===== src/rtl/frequency_generator.sv =====
// Square-wave source: a commanded frequency in Hz is turned into a half-period
// cycle count by a sequential restoring divider, then a toggle counter emits the wave.
module frequency_generator #(
  parameter int CLK_HZ = 100000000,
  parameter int FREQ_W = 18,
  parameter int DIV_W  = 27
) (
  input  logic              clock,
  input  logic              reset,
  input  logic              enable,
  input  logic              load,
  output logic              load_ready,
  input  logic [FREQ_W-1:0] freq_hz,
  output logic              pulse_out,
  output logic [DIV_W-1:0]  half_period,
  output logic              period_valid,
  output logic              busy,
  output logic [FREQ_W-1:0] edge_count
);

  localparam int CMP_W = (DIV_W + 2 > FREQ_W + 1) ? DIV_W + 2 : FREQ_W + 1;
  localparam int BIT_W = $clog2(DIV_W + 1);
  localparam logic [DIV_W-1:0] DIVIDEND = DIV_W'(CLK_HZ);
  localparam logic [BIT_W-1:0] LAST_BIT = BIT_W'(DIV_W - 1);

  typedef enum logic [1:0] {
    IDLE,
    DIVIDE,
    RUN
  } state_t;

  state_t             state;
  logic [FREQ_W-1:0]  freq_reg;
  logic [DIV_W-1:0]   dividend_sr;
  logic [DIV_W-1:0]   quotient;
  logic [DIV_W:0]     remainder;
  logic [BIT_W-1:0]   bit_cnt;
  logic [DIV_W-1:0]   counter;

  logic [FREQ_W:0]    divisor;
  logic [DIV_W+1:0]   rem_shift;
  logic               q_bit;
  logic [DIV_W:0]     rem_next;
  logic [DIV_W-1:0]   quot_next;
  logic [DIV_W-1:0]   final_hp;
  logic               terminal;

  assign load_ready = (state != DIVIDE);

  // One restoring-division step: bring down the next dividend bit and subtract
  // the divisor whenever it fits. A zero frequency bypasses the clamp to 1.
  always_comb begin
    divisor   = {freq_reg, 1'b0};
    rem_shift = {remainder, dividend_sr[DIV_W-1]};
    q_bit     = (CMP_W'(rem_shift) >= CMP_W'(divisor));
    rem_next  = q_bit ? (DIV_W+1)'(rem_shift - (DIV_W+2)'(divisor))
                      : (DIV_W+1)'(rem_shift);
    quot_next = DIV_W'({quotient, q_bit});
    if (freq_reg == '0) begin
      final_hp = '0;
    end else if (quot_next == '0) begin
      final_hp = DIV_W'(1);
    end else begin
      final_hp = quot_next;
    end
    terminal = (counter == half_period - DIV_W'(1));
  end

  always_ff @(posedge clock) begin
    if (reset) begin
      state        <= IDLE;
      pulse_out    <= 1'b0;
      half_period  <= '0;
      period_valid <= 1'b0;
      busy         <= 1'b0;
      edge_count   <= '0;
      counter      <= '0;
      freq_reg     <= '0;
      dividend_sr  <= '0;
      remainder    <= '0;
      quotient     <= '0;
      bit_cnt      <= '0;
    end else begin
      period_valid <= 1'b0;
      case (state)
        DIVIDE: begin
          dividend_sr <= dividend_sr << 1;
          remainder   <= rem_next;
          quotient    <= quot_next;
          bit_cnt     <= bit_cnt + BIT_W'(1);
          if (bit_cnt == LAST_BIT) begin
            half_period  <= final_hp;
            period_valid <= 1'b1;
            busy         <= 1'b0;
            state        <= RUN;
          end
        end
        default: begin
          // A load abandons the current waveform at once; no partial period leaks out.
          if (load) begin
            freq_reg    <= freq_hz;
            dividend_sr <= DIVIDEND;
            remainder   <= '0;
            quotient    <= '0;
            bit_cnt     <= '0;
            busy        <= 1'b1;
            pulse_out   <= 1'b0;
            counter     <= '0;
            edge_count  <= '0;
            state       <= DIVIDE;
          end else if (state == RUN && enable && half_period != '0) begin
            if (terminal) begin
              counter   <= '0;
              pulse_out <= ~pulse_out;
              if (!pulse_out) begin
                edge_count <= edge_count + FREQ_W'(1);
              end
            end else begin
              counter <= counter + DIV_W'(1);
            end
          end
        end
      endcase
      // Disabling silences the output in every state but lets a divide finish.
      if (!enable) begin
        pulse_out <= 1'b0;
        counter   <= '0;
      end
    end
  end

endmodule


===== config.mk =====
export PLATFORM = sky130hd
export DESIGN_NAME = frequency_generator
export DESIGN_NICKNAME = d
export VERILOG_FILES = /design/src/rtl/frequency_generator.sv
export SDC_FILE = /design/constraint.sdc
export NUM_CORES = 1
export LEC_CHECK = 0
export CORE_ASPECT_RATIO = 0.8
export CORE_UTILIZATION = 40
export DETAILED_ROUTE_END_ITERATION = 6
export GPL_ROUTABILITY_DRIVEN = 0
export SLEW_MARGIN = 20
export SYNTH_ARGS = -nofsm -noshare
export SYNTH_HDL_FRONTEND = slang
export SYNTH_SLANG_ARGS = --single-unit

===== constraint.sdc =====
create_clock -name clock -period 5.15 [get_ports clock]
set_input_delay 1.03 -clock clock [delete_from_list [all_inputs] [get_ports clock]]
set_output_delay 1.03 -clock clock [all_outputs]
set_load 0.02 [all_outputs]

## After elaboration in Yosys (flattened, before gate mapping)

Cells that the tools add are included.

- Output and inout bits: 49
- Register bits: 180

- Magnitude comparators: 1
- Multiplexer cells: 28
- Bitwise logic cells: 3
- Equality and inequality tests: 7
- Reduce and logical (&&, ||, !) cells: 16
- $add $sub $neg: 5

Operators with widths:

| kind | number |
|---|---|
| $mux W27 | 7 |
| $mux W28 | 3 |
| $mux W18 | 4 |
| $mux W26 | 2 |
| $ge A29 B19 Y1 | 1 |
| $sub A28 B19 Y28 | 1 |
| $add A27 B1 Y27 const B | 1 |
| $eq A27 B27 Y1 | 1 |
| $logic_not A27 Y1 | 1 |
| $reduce_bool A27 Y1 | 1 |
| $sub A27 B1 Y27 const B | 1 |
| $add A18 B1 Y18 const B | 1 |
| $logic_not A18 Y1 | 1 |
| $mux W5 | 2 |
| $reduce_and A2 Y1 | 4 |
| $mux W1 | 7 |
| $mux W2 | 3 |
| $reduce_bool A2 Y1 | 3 |
| $add A5 B1 Y5 const B | 1 |
| $eq A5 B5 Y1 const B | 1 |
| $ne A2 B2 Y1 const B | 2 |
| $reduce_and A4 Y1 | 1 |
| $reduce_or A2 Y1 | 2 |
| $not A1 Y1 | 3 |
| other kinds (5) | 6 |

## Logic depth before layout (Yosys ltp)

- Depth after elaboration: 5
- Gate-level depth with buffers: 14
- Mapped depth without buffers: 12

## Worst setup path before layout

Ideal clock, no wire load.

- Kind: reg-to-reg
- Start point: register half_period[0]
- End point: register edge_count[10]
- Data required time: 5.029 ns
- Period minus slack after synthesis: 3.681 ns
- Slack: 1.469 ns
- Path buffers: 2
- Arrival time: 3.560 ns
- Stages on the path, launching flop included: 14
- Path through: dfxtp_1 > inv_1 > ha_1 > clkbuf_1 > nor4b_1 > nand4_2 > nor2_1 > xnor2_1 > or4_1 > or4_4 > or4_4 > a31oi_4 > buf_12 > o21ai_2

- Cells in the longest elaborated chain, start to end: 4
- Elaborated cells between the ends (all ways): 7
- Those cells by class: add/sub: 1; eq/ne: 1; reduce/logical: 5

RTL lines:

| element | RTL line | RTL |
|---|---|---|
| start, declared | 15 | `output logic [DIV_W-1:0] half_period,` |
| start signal, assigned | 92 | `half_period <= final_hp;` |
| $sub A27 B1 Y27 or $reduce_bool A27 Y1 (tied branches) | 66, 111 |  |
| $eq A27 B27 Y1 or $logic_and A1 B1 Y1 (tied branches) | 66, 111 |  |
| $reduce_bool A2 Y1 (no source line) | -- |  |
| $reduce_and A4 Y1 (no source line) * | -- |  |
| end signal, assigned | 116 | `edge_count <= edge_count + FREQ_W'(1);` |
| end, declared | 18 | `output logic [FREQ_W-1:0] edge_count` |

Mark *: on every way between the ends. The rest lies on a longest branch, timed or not.
A chain may end at the register's enable or synchronous reset.

## Final worst setup path

- Start point: register half_period[0]
- End point: register edge_count[4]

Same word-level chain as after synthesis.

==> impl_metrics.py <==
metrics = {
    "outcome": {
        "status": "finished, final reports clean",
    },
    "global_route": {
        "grt_pass1_wl_mm": 37.4,
        "grt_pass1_vias": 7287,
        "grt-ovfl-total": 0,
        "grt_max_degree": 77,
        "antenna_found_initial": 0,
        "grt_usage_pct": 20.1,
    },
    "cells_and_area": {
        "top_regs": "remainder (28), counter (27), half_period (27)",
        "regMostFlops": "remainder",
        "drive_gt1_share_pct": 6.67,
        "layout.nets": 1232,
        "antenna_cells": 0,
        "area_growth_pct": 16.8,
        "largest_reg_flops": 28,
        "post-route-util_pct": 48.2,
    },
    "synthesis": {
        "synth_cell_types": 71,
        "synth_cells": 1149,
        "syn_nets": 1195,
        "yosys_warnings": 0,
        "synth_edf_count": 0,
        "ys_ff_latch": 172,
        "synth_top_cells_by_area": "dfxtp_1, nor2_1, a21oi_1",
        "synth_common_cells": "nor2_1, dfxtp_1, nand2_1, a21oi_1",
        "synth_most_common_cell": "nor2_1",
        "synth_top_area_cell": "dfxtp_1",
        "avgSynthCellArea_um2": 7.83,
        "synthDominantCellAreaShare_pct": 38.2,
        "ys_seq_area_share_pct": 38.2,
        "synth_area_um2": 9000,
        "synthArstFlopShare_pct": 0,
        "synthFlopType": "dfxtp_1",
    },
    "timing": {
        "slew_viol_final": 0,
        "max_slew_margin_pct": 37.2,
        "tns_ns": 0,
        "rsz0062_at_grt": "false",
        "finalSetupViolations": 0,
        "hold_violations": 0,
        "fmaxAchievable_mhz": 244,
        "min_period_ns": 4.09,
        "finClkSkew_ns": 0.0108,
        "tightestPinTransition_ns": 0.943,
        "finalCritPeriodShare_pct": 79.4,
    },
    "place": {
        "io_buffer_count": 70,
        "dp_hpwl_mm": 15.6,
    },
    "die": {
        "core-area_um2": 21800,
        "dieArea_um2": 23100,
        "ios": 71,
        "die_w_um": 170,
        "fp.dieH_um": 136,
        "fp-row-count": 48,
        "start_util_pct": 41.3,
    },
    "route": {
        "routed_wirelength_mm": 22.7,
        "first_pass_iters": 7,
        "antenna_left": 0,
        "first_iter_violations": 536,
        "vias": 7935,
        "wl_per_cell_um": 15.1,
        "routed_via_density": 5.29,
        "drc": 0,
    },
    "job": {
        "drv_cap": 0,
    },
    "power_and_ir_drop": {
        "p_leak_nw": 4.13,
        "powerDensity_nw_per_um2": 461,
        "ir_drop_mv": 0.340,
    },
    "clocking": {
        "insertion_delay_ns": 0.44,
        "clk_path_buf_depth": 2,
        "postCtsSetupBuffers": 0,
        "clkTransAtPathRegs_ns": 0.07,
        "clock-sinks": 172,
        "cts_hold_buf": 0,
        "clockRootBuffer": "clkbuf_16",
        "cts_resized": 0,
        "cts_buffers": 17,
        "cts_tree": "yes",
        "htree_levels": 4,
    },
    "worst_setup_path": {
        "crit_path_start_kind": "register",
        "arrival_ns": 4.38,
        "end_kind": "register",
        "cp.required_ns": 5.44,
        "path_class": "reg2reg",
        "critical_path.max_fanout": 18,
    },
    "worst_hold_path": {
        "hold_class": "reg2reg",
    },
}
[logic make-up (layout without fill, tap and decap cells)]
group	Yosys count	count (layout)	share of synthesized area [%]
AOI/OAI and AO/OA	246	246	17.0
xor gates and xnor gates	82	82	7.98
adders and majority gates	24	24	3.42
buffers and inverters	118	168	5.17
DFF	172	172	38.2
muxes	8	8	0.890
and+or+nand+nor	499	499	27.3
[area by class of cell]
class	count	area [um^2]
well taps	300	375
multi-input cells	859	5100
repair buffers	81	781
clock buffers	19	443
flip-flops and latches	172	3440
fillers	2183	11300
inverters	55	206
clock inverters	13	165
[worst paths after layout]
kind,start,end,slack [ns],cells after the start
hold reg to reg,freq_reg[3]$_SDFFE_PP0P_,freq_reg[3]$_SDFFE_PP0P_,0.46,2
setup / recovery,half_period[0]$_SDFFE_PP0P_,edge_count[4]$_SDFFE_PP0P_,1.06,11
setup reg to reg,half_period[0]$_SDFFE_PP0P_,edge_count[4]$_SDFFE_PP0P_,1.06,11
hold / removal,freq_reg[3]$_SDFFE_PP0P_,freq_reg[3]$_SDFFE_PP0P_,0.46,2
[report_power, final]
part           leakage [nW]  internal (W)  switching [W]
logic                  2.44      0.000867        0.00111
registers              1.40       0.00143      0.0000907
clock network         0.286      0.000779       0.000562
[worst max-delay path, cell delays in order, from the launching register on]
cell and delay (ns):
dfxtp_1 0.36, inv_1 0.08, ha_1 0.33, nor4b_1 0.34, nand4_2 0.25, nor2_1 0.20, xnor2_1 0.08, or4_1 0.52
or4_4 0.54, or4_4 0.44, a31oi_4 0.63, o21ai_0 0.17
[cell usage in the layout, fill, tap and decap left out, types with 4 or more instances in the layout]
master and n:
o21ai_0 47, o21a_1 4, clkdlybuf4s50_1 69, nor2_1 174
and2_1 8, nand3b_1 4, o211ai_1 6, or3_1 8
a31oi_1 15, dfxtp_1 172, clkbuf_16 17, inv_1 54
nand2_1 95, xnor2_1 41, a21oi_1 88, or2_2 8
mux2i_1 8, and3_1 49, nor3b_1 4, nand3_1 32
nor3_1 49, a21o_1 11, clkinvlp_4 4, a22oi_1 27
nor2b_1 6, nand4_1 13, nor4_1 23, ha_1 23
o21ai_2 10, a211oi_1 12, xor2_1 41, buf_4 12
[metrics by stage]
| stage | cells | setup WS [ns] | cell area, um^2 | total power (W) | hold WS, ns |
|---|---|---|---|---|---|
| global placement | 1467 | 1.14 | 9910 | 0.00350 | 0.435 |
| global route | 1499 | 0.755 | 10500 | 0.00518 | 0.490 |
| detailed placement | 1467 | 1.06 | 9910 | 0.00351 | 0.451 |
| floorplan | 1149 | 1.47 | 9000 | 0.00315 | 0.426 |
| finish | 1499 | 1.06 | 10500 | 0.00485 | 0.460 |
| CTS | 1499 | 1.05 | 10500 | 0.00487 | 0.462 |
[routing by layer]
layer  up-vias  wire (um)  global-route usage, %  part of all wire, %
li1       4077          -                      -                    -
met1      3703      11800                   29.4                   52
met2       143       9680                   30.0                   43
met3        12        972                   4.02                  4.3
met4         0        163                   4.90                 0.72
met5         -          0                      0                    0
Note: power is estimated with default switching activity, not from simulation.
